File: src/rtl/tt_serial_adder_pkg.sv
// Shared definitions for the bit-serial adder: FSM states, uio_in control bit
// positions and status byte bit positions.
package tt_serial_adder_pkg;

  typedef enum logic [1:0] {
    IDLE = 2'd0,
    ADD  = 2'd1,
    DONE = 2'd2
  } state_e;

  localparam int UIO_WR_A    = 0;
  localparam int UIO_WR_B    = 1;
  localparam int UIO_START   = 2;
  localparam int UIO_SUB     = 3;
  localparam int UIO_BSEL_LO = 4;
  localparam int UIO_BSEL_HI = 5;
  localparam int UIO_RD_SEL  = 6;

  localparam int STAT_BUSY  = 0;
  localparam int STAT_DONE  = 1;
  localparam int STAT_CARRY = 2;
  localparam int STAT_OVF   = 3;
  localparam int STAT_MODE  = 4;

endpackage

File: src/rtl/sa_full_adder.sv
// One-bit full adder used by the serial adder for each bit cycle.
module sa_full_adder (
  input  logic a,
  input  logic b,
  input  logic ci,
  output logic s,
  output logic co
);

  assign s  = a ^ b ^ ci;
  assign co = (a & b) | (a & ci) | (b & ci);

endmodule

File: src/rtl/tt_um_serial_adder.sv
// Bit-serial add/subtract unit: operands loaded a byte at a time, one result
// bit per cycle. Define SERIAL_ADDER_SUBTRACT_EN to honour the sub control bit.
module tt_um_serial_adder
  import tt_serial_adder_pkg::*;
#(
  parameter int WIDTH = 16
) (
  input  logic       clk,
  input  logic       rst_n,
  input  logic       ena,
  input  logic [7:0] ui_in,
  input  logic [7:0] uio_in,
  output logic [7:0] uo_out,
  output logic [7:0] uio_out,
  output logic [7:0] uio_oe
);

  localparam int NB = WIDTH / 8;
  localparam int IW = $clog2(WIDTH);
  localparam int CW = IW + 1;

  state_e           state_q, state_d;
  logic [WIDTH-1:0] a_q, a_d, b_q, b_d;
  logic [WIDTH-1:0] sum_q, sum_d, res_q, res_d;
  logic [CW-1:0]    cnt_q, cnt_d;
  logic             c_q, c_d;
  logic             carry_q, carry_d;
  logic             ovf_q, ovf_d;
  logic             done_q, done_d;
  logic             mode_q, mode_d;

  logic          wr_a, wr_b, wr_any, start, rd_sel, sub_eff, begin_op;
  logic [1:0]    bsel;
  logic [IW-1:0] bit_idx;
  logic          a_bit, b_bit, b_msb, fa_s, fa_co, last_bit;
  logic [7:0]    status, res_byte;

  assign wr_a    = uio_in[UIO_WR_A];
  assign wr_b    = uio_in[UIO_WR_B];
  assign wr_any  = wr_a | wr_b;
  assign start   = uio_in[UIO_START];
  assign rd_sel  = uio_in[UIO_RD_SEL];
  assign bsel    = uio_in[UIO_BSEL_HI:UIO_BSEL_LO];
  assign bit_idx = cnt_q[IW-1:0];
  assign a_bit   = a_q[bit_idx];
  assign last_bit = (cnt_q == CW'(WIDTH - 1));

`ifdef SERIAL_ADDER_SUBTRACT_EN
  // Subtraction is A + ~B + 1: the +1 enters as the initial carry.
  assign sub_eff = uio_in[UIO_SUB];
  assign b_bit   = b_q[bit_idx] ^ mode_q;
  assign b_msb   = b_q[WIDTH-1] ^ mode_q;
  logic unused_in;
  assign unused_in = &{1'b0, uio_in[7]};
`else
  assign sub_eff = 1'b0;
  assign b_bit   = b_q[bit_idx];
  assign b_msb   = b_q[WIDTH-1];
  logic unused_in;
  assign unused_in = &{1'b0, uio_in[7], uio_in[UIO_SUB]};
`endif

  sa_full_adder u_fa (
    .a  (a_bit),
    .b  (b_bit),
    .ci (c_q),
    .s  (fa_s),
    .co (fa_co)
  );

  always_comb begin
    state_d  = state_q;
    a_d      = a_q;
    b_d      = b_q;
    sum_d    = sum_q;
    res_d    = res_q;
    cnt_d    = cnt_q;
    c_d      = c_q;
    carry_d  = carry_q;
    ovf_d    = ovf_q;
    done_d   = done_q;
    mode_d   = mode_q;
    begin_op = 1'b0;

    case (state_q)
      IDLE: begin
        if (!wr_any && start) begin_op = 1'b1;
      end
      ADD: begin
        sum_d[bit_idx] = fa_s;
        c_d            = fa_co;
        cnt_d          = cnt_q + CW'(1);
        if (last_bit) begin
          state_d = DONE;
          res_d   = sum_d;
          carry_d = fa_co;
          ovf_d   = (a_q[WIDTH-1] == b_msb) && (fa_s != a_q[WIDTH-1]);
          done_d  = 1'b1;
        end
      end
      DONE: begin
        if (wr_any) begin
          state_d = IDLE;
          done_d  = 1'b0;
        end else if (start) begin
          begin_op = 1'b1;
        end
      end
      default: state_d = IDLE;
    endcase

    // Operands are frozen for the whole ADD phase; out-of-range byte selects drop.
    if (state_q != ADD && wr_any) begin
      for (int i = 0; i < NB; i++) begin
        if (bsel == 2'(i)) begin
          if (wr_a) a_d[8*i +: 8] = ui_in;
          if (wr_b) b_d[8*i +: 8] = ui_in;
        end
      end
    end

    if (begin_op) begin
      state_d = ADD;
      cnt_d   = '0;
      c_d     = sub_eff;
      mode_d  = sub_eff;
      done_d  = 1'b0;
    end
  end

  always_ff @(posedge clk) begin
    if (!rst_n) begin
      state_q <= IDLE;
      a_q     <= '0;
      b_q     <= '0;
      sum_q   <= '0;
      res_q   <= '0;
      cnt_q   <= '0;
      c_q     <= 1'b0;
      carry_q <= 1'b0;
      ovf_q   <= 1'b0;
      done_q  <= 1'b0;
      mode_q  <= 1'b0;
    end else if (ena) begin
      state_q <= state_d;
      a_q     <= a_d;
      b_q     <= b_d;
      sum_q   <= sum_d;
      res_q   <= res_d;
      cnt_q   <= cnt_d;
      c_q     <= c_d;
      carry_q <= carry_d;
      ovf_q   <= ovf_d;
      done_q  <= done_d;
      mode_q  <= mode_d;
    end
  end

  always_comb begin
    status             = 8'h00;
    status[STAT_BUSY]  = (state_q == ADD);
    status[STAT_DONE]  = done_q;
    status[STAT_CARRY] = carry_q;
    status[STAT_OVF]   = ovf_q;
    status[STAT_MODE]  = mode_q;
    res_byte = 8'h00;
    for (int i = 0; i < NB; i++) begin
      if (bsel == 2'(i)) res_byte = res_q[8*i +: 8];
    end
  end

  assign uo_out  = rd_sel ? status : res_byte;
  assign uio_out = 8'h00;
  assign uio_oe  = 8'h00;

endmodule

File: config.mk
export PLATFORM = sky130hd
export DESIGN_NAME = tt_um_serial_adder
export DESIGN_NICKNAME = d
export VERILOG_FILES = /design/src/rtl/tt_serial_adder_pkg.sv /design/src/rtl/sa_full_adder.sv /design/src/rtl/tt_um_serial_adder.sv
export SDC_FILE = /design/constraint.sdc
export NUM_CORES = 1
export LEC_CHECK = 0
export ABC_CLOCK_PERIOD_IN_PS = 7600
export BUFFER_PORTS_ARGS = -buffer_cell sky130_fd_sc_hd__buf_2
export CAP_MARGIN = 10
export CORE_MARGIN = 5
export CORE_UTILIZATION = 40
export DETAILED_ROUTE_END_ITERATION = 8
export PLACE_DENSITY = 0.57
export SLEW_MARGIN = 30
export SYNTH_ARGS = -nofsm -noshare
export SYNTH_HDL_FRONTEND = slang
export SYNTH_SLANG_ARGS = --single-unit
File: constraint.sdc
create_clock -name clk -period 7.6 [get_ports clk]
set_clock_uncertainty 0.1 [all_clocks]
set_input_delay 1.14 -clock clk [delete_from_list [all_inputs] [get_ports clk]]
set_output_delay 1.14 -clock clk [all_outputs]
set_load 0.005 [all_outputs]
==> impl_metrics.csv <==
group,metric,value,unit
worst_setup_path,rrSetupSlack,4100,ps
routing,drt_iter0_markers,68,
global_route,antenna_found_initial,0,
floorplanning,core_area,9680,sq um
cells_and_area,nets,454,
sta,rsz0062_at_grt,"no",
floorplanning,io_pins,43,
sta,fmax,285,MHz
power,peakVddDrop,0.0756,mV
cells_and_area,antenna_cells,0,
cells_and_area,area_delta_synth_final,6.53,%
flow_run,drv_cap,0,
place,place_hpwl,5380,microns
hold_path,hold_path_startpoint,"res_q[14]",
sta,hold_violations,0,
routing,wl_per_cell,14.4,microns
routing,drc_errors,0,
worst_setup_path,endpoint_kind,"flop",
logic_synthesis,netlist.area_leader.share,0.383,
worst_setup_path,worst-setup-path-type,"flop to flop",
logic_synthesis,ys_async_sr_fraction,0,
sta,post-route-min-period,3500,ps
logic_synthesis,synth_seq_area_share,0.383,
worst_setup_path,reg2reg_depth,7,
logic_synthesis,avgSynthCellArea,9.30,sq um
cts,cts_buffers,9,
worst_setup_path,reg2reg_to,"ovf_q",
floorplanning,die_x,109,microns
global_route,grt_pass1_wl,13300,microns
routing,wl_met2,3990,microns
cts,clkSlewWorstSetupHoldPaths,80,ps
sta,tightest_slew,838,ps
logic_synthesis,synthTopCellsByCount,"75 x dfxtp_1, 74 x nand2_1, 53 x mux2i_1",
worst_setup_path,worstPathArrival,3700,ps
place,io_buffers,24,
logic_synthesis,synth_most_common_cell,"dfxtp_1",
routing,drtPass1Iterations,4,
logic_synthesis,synth_area_leader_cell,"dfxtp_1",
floorplanning,dieArea,11900,sq um
worst_setup_path,critPathLaunchType,"flop",
sta,final_max_slew_viol_count,0,
cts,cts_max_level,3,
cells_and_area,fin_area,4180,sq um
place,dpl_cell_area,4010,sq um
cts,post_cts_resized,0,
logic_synthesis,synthTopCellsByArea,"dfxtp_1 38%, mux2i_1 14%, nand2_1 7.1%, nor2b_1 5.6%, a21boi_1 5.2%",
routing,drt_wl_total,8170,microns
outcome,status,"completed",
global_route,grt-ovfl-total,0,
sta,setup_viol,0,
routing,wl_met1,3820,microns
worst_setup_path,startpoint,"cnt_q[0]",
worst_setup_path,timing.rr.start,"cnt_q[0]",
worst_setup_path,cp-endpoint,"ovf_q",
routing,route.met3.wl,286,microns
logic_synthesis,ys_types,46,
floorplanning,fp-row-count,36,
cts,postCtsHoldBufs,0,
cts,clkLatencyLatePin,350,ps
worst_setup_path,crit_fanout,18,
logic_synthesis,synth_enable_flop_cells,0,
cts,clock-sinks,75,
global_route,grt_pass1_vias,2688,
sta,relSlewSlack,0.441,
logic_synthesis,ys_seq_elements,75,
place,gp_congestion,0.760,
cells_and_area,fill_cells,979,
logic_synthesis,synth_flop_cell,"dfxtp_1",
worst_setup_path,required,7790,ps
logic_synthesis,netlist_instances,422,
routing,num_vias,2781,
cells_and_area,final_layout_size_suffix_gt1_frac,0.127,
cts,cts_tree,"done",
power,p_leak,1.73,nW
cts,cts_buffer_depth,2,
global_route,grt_usage,0.146,
routing,via_per_inst,4.90,
cts,cts-root-buf,"clkbuf_8",
power,powerDensity,171,nW/um^2
sta,fin_setup_tns,0,ps
floorplanning,die_h,109,microns
cts,post_cts_buffers,0,
hold_path,min_path_type,"flop to flop",
logic_synthesis,synth.cell_area,3930,sq um
routing,highest_layer,"met4",
routing,ant_nets,0,
sta,fin_crit_sh,0.461,
floorplanning,start_util,0.405,
logic_synthesis,synth_warnings,0,
global_route,grt_max_degree,75,
## kinds of logic (layout without fill, tap and decap cells)
family	after synthesis	count (layout)	synth area share
AOI/OAI and AO/OA	63	63	0.115
xor gates and xnor gates	1	1	0.00223
adders and majority gates	6	6	0.0210
buffers and inverters	59	56	0.0813
DFF	75	75	0.383
muxes	61	61	0.182
other	1	16	0.000955
and+or+nand+nor	156	156	0.215
## final cells by class
cell class | instances | area, sq um | share of cell area
inverters | 16 | 60.1 | 0.0144
repair buffers | 24 | 123 | 0.0293
flip-flops and latches | 75 | 1500 | 0.359
multi-input cells | 303 | 2160 | 0.517
clock inverters | 6 | 42.5 | 0.0102
clock buffers | 10 | 128 | 0.0305
well taps | 133 | 166 | 0.0398
## state kept, by name (all words and copies together) (netlist names)
name	count
state_q	2
b_q	16
ovf_q	1
c_q	1
done_q	1
carry_q	1
cnt_q	5
a_q	16
res_q	16
sum_q	16
## report_power, final
part           internal (W)  switching (W)  total [W]
combinational     0.0000195      0.0000259  0.0000454
sequential         0.000397     0.00000318   0.000400
clock              0.000118       0.000150   0.000269
## cell usage in the layout, fill, tap and decap left out, types with 3 or more instances in the layout
cell      Yosys  layout
a22o_1        4       4
buf_2         9      23
a21boi_1     27      27
inv_1        16      16
ha_1          5       5
nand2_1      74      74
a31oi_1       7       7
nand3b_1      8       8
nor3b_1       5       5
dfxtp_1      75      75
conb_1        1      16
nor2_1       12      12
o21ai_0       6       6
o21ai_1       3       3
mux4_2        7       7
nor2b_1      35      35
a21boi_0      7       7
mux2i_1      53      53
and2_1        4       4
clkbuf_8      0       9
## routing by layer
layer | GRT usage | vias up
li1 | - | 1408
met1 | 0.184 | 1324
met2 | 0.246 | 42
met3 | 0.0397 | 7
met4 | 0.0379 | 0
met5 | 0 | -
## how the worst min path moves through the flow
stage,end,depth (start not counted)
after floorplan,res_q[0],2
after global placement,sum_q[14],2
after detailed placement,res_q[3],2
after CTS,res_q[3],2
after global routing,sum_q[10],2
final,res_q[14],2
## worst max-delay path: stages, from the launching register on
cell	delay, ps
dfxtp_1	860
mux4_1	700
a22o_1	260
nor2_1	170
fa_1	710
or3_1	410
nand3_1	90
o211a_1	150
## stage by stage
step	cells	utilization	worst slack, ps	power (W)	hold WS (ps)
global placement	551	0.414	4120	0.000455	339
detailed placement	551	0.414	4070	0.000455	344
CTS	567	0.432	4050	0.000727	356
finish	567	0.432	4100	0.000714	354
floorplan	437	-	4590	0.000447	334
global route	567	0.432	3910	0.000750	376
Power figures use the tool's default switching activity.
